===== src/rtl/div_unit.sv =====
// Iterative signed restoring divider: one quotient bit per clock, truncating toward zero.
// Define DIV_REMAINDER_EN to add the remainder output port and its register.
module div_unit #(
    parameter int WIDTH = 32
) (
    input  logic             clk,
    input  logic             reset,
    input  logic             start,
    input  logic [WIDTH-1:0] dividend,
    input  logic [WIDTH-1:0] divisor,
    output logic [WIDTH-1:0] quotient,
`ifdef DIV_REMAINDER_EN
    output logic [WIDTH-1:0] remainder,
`endif
    output logic             exception,
    output logic             data_ready,
    output logic             busy
);
    localparam int CW = $clog2(WIDTH);

    localparam logic [1:0] S_IDLE = 2'd0;
    localparam logic [1:0] S_BUSY = 2'd1;
    localparam logic [1:0] S_DONE = 2'd2;

    logic [1:0]         r_state;
    logic [2*WIDTH-1:0] r_work;
    logic [WIDTH-1:0]   r_dvsr;
    logic [CW-1:0]      r_cnt;
    logic               r_sign_q;
    logic [WIDTH-1:0]   r_quot;
    logic               r_exc;
`ifdef DIV_REMAINDER_EN
    logic               r_sign_r;
    logic [WIDTH-1:0]   r_rem;
    logic [WIDTH-1:0]   w_hi;
`endif

    logic               w_accept;
    logic [WIDTH-1:0]   w_abs_dvnd;
    logic [WIDTH-1:0]   w_abs_dvsr;
    logic [2*WIDTH-1:0] w_shift;
    logic [WIDTH:0]     w_trial;
    logic [2*WIDTH-1:0] w_next;
    logic [WIDTH-1:0]   w_lo;
    logic               w_last;

    assign w_accept   = start && (r_state != S_BUSY);
    assign w_abs_dvnd = dividend[WIDTH-1] ? -dividend : dividend;
    assign w_abs_dvsr = divisor[WIDTH-1]  ? -divisor  : divisor;

    // Partial remainder stays below |divisor| <= 2^(W-1), so the bit shifted out is always 0.
    assign w_shift = {r_work[2*WIDTH-2:0], 1'b0};
    assign w_trial = {1'b0, w_shift[2*WIDTH-1:WIDTH]} - {1'b0, r_dvsr};
    assign w_next  = w_trial[WIDTH] ? w_shift
                                    : {w_trial[WIDTH-1:0], w_shift[WIDTH-1:1], 1'b1};
    assign w_lo    = w_next[WIDTH-1:0];
    assign w_last  = (r_cnt == CW'(WIDTH-1));
`ifdef DIV_REMAINDER_EN
    assign w_hi    = w_next[2*WIDTH-1:WIDTH];
`endif

    always_ff @(posedge clk or posedge reset) begin
        if (reset) begin
            r_state  <= S_IDLE;
            r_work   <= '0;
            r_dvsr   <= '0;
            r_cnt    <= '0;
            r_sign_q <= 1'b0;
            r_quot   <= '0;
            r_exc    <= 1'b0;
`ifdef DIV_REMAINDER_EN
            r_sign_r <= 1'b0;
            r_rem    <= '0;
`endif
        end else begin
            case (r_state)
                S_BUSY: begin
                    r_work <= w_next;
                    r_cnt  <= r_cnt + CW'(1);
                    if (w_last) begin
                        r_state <= S_DONE;
                        r_quot  <= r_sign_q ? -w_lo : w_lo;
                        // Only a positive quotient of magnitude 2^(W-1) overflows.
                        r_exc   <= !r_sign_q && w_lo[WIDTH-1];
`ifdef DIV_REMAINDER_EN
                        r_rem   <= r_sign_r ? -w_hi : w_hi;
`endif
                    end
                end
                default: begin
                    if (w_accept) begin
                        r_sign_q <= dividend[WIDTH-1] ^ divisor[WIDTH-1];
`ifdef DIV_REMAINDER_EN
                        r_sign_r <= dividend[WIDTH-1];
`endif
                        if (divisor == '0) begin
                            r_state <= S_DONE;
                            r_quot  <= '0;
                            r_exc   <= 1'b1;
`ifdef DIV_REMAINDER_EN
                            r_rem   <= dividend;
`endif
                        end else begin
                            r_state <= S_BUSY;
                            r_cnt   <= '0;
                            r_work  <= {{WIDTH{1'b0}}, w_abs_dvnd};
                            r_dvsr  <= w_abs_dvsr;
                        end
                    end else begin
                        r_state <= S_IDLE;
                    end
                end
            endcase
        end
    end

    assign quotient   = r_quot;
    assign exception  = r_exc;
    assign data_ready = (r_state == S_DONE);
    assign busy       = (r_state == S_BUSY);
`ifdef DIV_REMAINDER_EN
    assign remainder  = r_rem;
`endif

endmodule


===== config.mk =====
export PLATFORM = sky130hd
export DESIGN_NAME = div_unit
export DESIGN_NICKNAME = d
export VERILOG_FILES = /design/src/rtl/div_unit.sv
export SDC_FILE = /design/constraint.sdc
export NUM_CORES = 1
export LEC_CHECK = 0
export ABC_AREA = 1
export CAP_MARGIN = 20
export CORE_MARGIN = 10
export CORE_UTILIZATION = 60
export CTS_BUF_LIST = sky130_fd_sc_hd__clkbuf_8
export CTS_CLUSTER_DIAMETER = 40
export DETAILED_ROUTE_END_ITERATION = 12
export PLACE_DENSITY = 0.83
export SETUP_SLACK_MARGIN = 0.1
export SYNTH_ARGS = -nofsm -noshare
export SYNTH_HDL_FRONTEND = slang
export SYNTH_SLANG_ARGS = --single-unit

===== constraint.sdc =====
create_clock -name clk -period 6 [get_ports clk]
set_input_delay 1.5 -clock clk [delete_from_list [all_inputs] [get_ports clk]]
set_output_delay 1.5 -clock clk [all_outputs]
set_load 0.02 [all_outputs]

==> reports/results.ini <==
[timing]
setup-violations-final = 0
hold_viol = 0
grt_setup_unrepaired = no
finClkSkew_ns = 0.0173
tns_ns = 0
worstMarginPinSlew_ns = 0.911
hold_slack_ns = 0.486
max-slew-margin-rel_pct = 39.2
max_freq_mhz = 254
period_needed_ns = 3.94
fin_crit_sh_pct = 65.6
finalMaxSlewViolations = 0

[die]
chipHeight_um = 151
start_util_pct = 61.7
fp-row-count = 47
die_area_um2 = 22900
coreArea_um2 = 16800
fp.dieW_um = 151
boundaryPins = 102

[cts]
ctsResizeCount = 0
cts_buffers = 17
cts.sinks = 136
root_buffer = clkbuf_8
clk_latency_ns = 0.47
cts_hold_buf = 0
post_cts_buffers = 0
htreeDepth = 4
cts_tree = built
clock_path_buffers = 2
clk_pin_slew_ns = 0.08

[power]
leakagePower_nw = 5.46
power.switching_mw = 3.75
p_total_mw = 7.32
ir_drop_mv = 0.378
pwr-share-clk_pct = 11.5
internal_power_mw = 3.57
switching_share_pct = 51.3
power_density_nw_per_um2 = 619
comb_power_share_pct = 63.5
power_frac_seq_pct = 25.0

[grt]
grt-ovfl-total = 0
grt_first_pass_wirelength_mm = 47.4
antenna_found_initial = 0
grt_max_degree = 59
grt_util_all_layers_pct = 25.8
grt_pass1_vias = 9443

[min_path]
min_to = quotient[25]$_DFFE_PP0P_
hp-start = quotient[25]$_DFFE_PP0P_
worstHoldPathCells = 2
min_path_type = flip-flop to flip-flop

[logic_synthesis]
syn-instance-count = 1482
synth_nets = 1587
synth_top_area_share_pct = 32.9
synthTopCellsByArea = dfrtp_1, nand2_1, inv_1, nor2_1, o21ai_0
avgSynthCellArea_um2 = 6.97
yosysWarnings = 0
synth_ff_type = dfrtp_1
synth-seq-area-share_pct = 32.9
synth_seq_cells = 136
netlist_area_um2 = 10300
async_flop_share_pct = 100
synth_top_area_cell = dfrtp_1
synth_cell_types = 60
synth_edf_count = 0

[setup_path]
cp.arrival_ns = 4.28
crit_type = flip-flop to flip-flop
slowest_delay_ns = 0.39
crit_required_ns = 6.34
rr_startpoint = r_work[31]$_DFFE_PP0P_
end_kind = flip-flop
crit_path_frequent_cell = nand2_1
rrSetupSlack_ns = 2.06
crit_chain = inv_1 > ha_1 > fa_1 > inv_1 > nand2_1 > nand2_1 > nand3_1 > nand2_1 > nand2_2 > nand2_4 > nand2_4 > nand2_4 > inv_6 > ha_1 > nand3_2 > nor2_2 > nand3_2 > nor2_2 > nand3_2 > nor3_2 > nand2_1 > a21oi_1 > o21ai_1
cpMaxStageDelayCell = dfrtp_1
reg2regPathDepth = 23
path_max_fanout = 56
crit_path_start_kind = flip-flop
reg2reg_to = quotient[24]$_DFFE_PP0P_

[job]
drv_cap = 0

[layout]
final_cell_mix = nand2_1, inv_1, nor2_1
diodes = 0
final_common_cell = nand2_1
num-nets-final = 1665
area_growth_pct = 14.4
final_layout_size_suffix_gt1_share_pct = 7.06

[routing]
wl_per_cell_um = 16.2
drc = 0
via_count = 10212
vias_per_cell = 5.70
drt_first_pass_iters = 5
wl_mm = 29.0
ant_nets = 0
drt_iter0_drc = 1093

[status]
status = finished, final reports clean

[placed_design]
gp_congestion = 0.969
port_buffers = 101
dp_hpwl_mm = 22.2

## final cells by class
cell class	instances	area, µm²
sequential	136	3400
multi-input combinational	1125	5990
fill	1448	4930
tap	220	275
inverter	170	646
timing repair buffer	110	1080
clock buffer	18	248
clock inverter	14	185
## cells in the mapped netlist (9+ instances only)
cell      instances
nand2_2          12
or2_2             9
xnor2_1          17
xor2_1           48
clkbuf_1         25
nor3_1           16
inv_1           161
nor2_2           10
dfrtp_1         136
nand3_1          95
nand3b_1          9
o211ai_1         14
nor2_1          155
o21ai_1          29
buf_2             9
a22oi_1          10
a21oi_1          61
o21ai_0          98
nor4_1            9
ha_1             37
o221ai_1         12
nand4_1          30
nand2_1         390
## state kept, by name (all words and copies together) (netlist names)
signal / cells
r_work: 63
r_cnt: 5
quotient: 32
r_sign_q: 1
r_state: 2
r_dvsr: 32
exception: 1
## stage by stage
stage	setup slack, ns	cells	cell area [µm²]	util, %
6_report	2.06	1793	11800	70.6
5_1_grt	1.74	1793	11800	70.6
4_1_cts	2.11	1793	11800	70.6
3_5_place_dp	1.72	1761	11400	68.0
3_3_place_gp	1.80	1761	11400	68.0
2_1_floorplan	0.861	1482	10300	-
## worst max-delay path by stage
stage,from,to,slack [ns]
finish,r_work[31]$_DFFE_PP0P_,quotient[24]$_DFFE_PP0P_,2.06
global route,r_work[31]$_DFFE_PP0P_,quotient[24]$_DFFE_PP0P_,1.74
CTS,r_work[31]$_DFFE_PP0P_,quotient[24]$_DFFE_PP0P_,2.11
detailed placement,divisor[0],r_work[23]$_DFFE_PP0P_,1.72
global placement,divisor[0],r_work[8]$_DFFE_PP0P_,1.80
floorplan,reset,exception$_DFFE_PP0P_,0.86
## worst max-delay path, delay by kind of cell, from the launching register on
family          cells  cell delay (ns)
fa+ha+maj           3             0.68
compound gates      2             0.22
simple gates       15             1.95
flops               1             0.39
buf+inv             3             0.53
## per-layer routing
layer	GRT usage, %	share of wire (%)	vias to the layer above
met5	0	0	-
met4	7.41	1.6	0
met3	5.85	9.9	41
met2	35.5	41	486
met1	39.0	48	4654
li1	-	-	5031
## power by group through the flow
| stage | clock (mW) | combinational [mW] | sequential (mW) |
|---|---|---|---|
| final | 0.841 | 4.65 | 1.83 |
| after global routing | 0.890 | 5.22 | 1.88 |
| after CTS | 0.848 | 4.59 | 1.82 |
| after detailed placement | 0 | 4.57 | 1.83 |
| after global placement | 0 | 4.44 | 1.81 |
| after floorplan | 0 | 3.41 | 1.82 |
## logic make-up (layout without fill, tap and decap cells)
family | after synthesis | after routing | synth area share, %
flops | 136 | 136 | 32.9
compound gates | 263 | 263 | 15.3
fa+ha+maj | 38 | 38 | 4.67
buf+inv | 221 | 312 | 9.15
simple gates | 759 | 759 | 32.5
xor+xnor | 65 | 65 | 5.51
(Power assumes the default switching activity.)
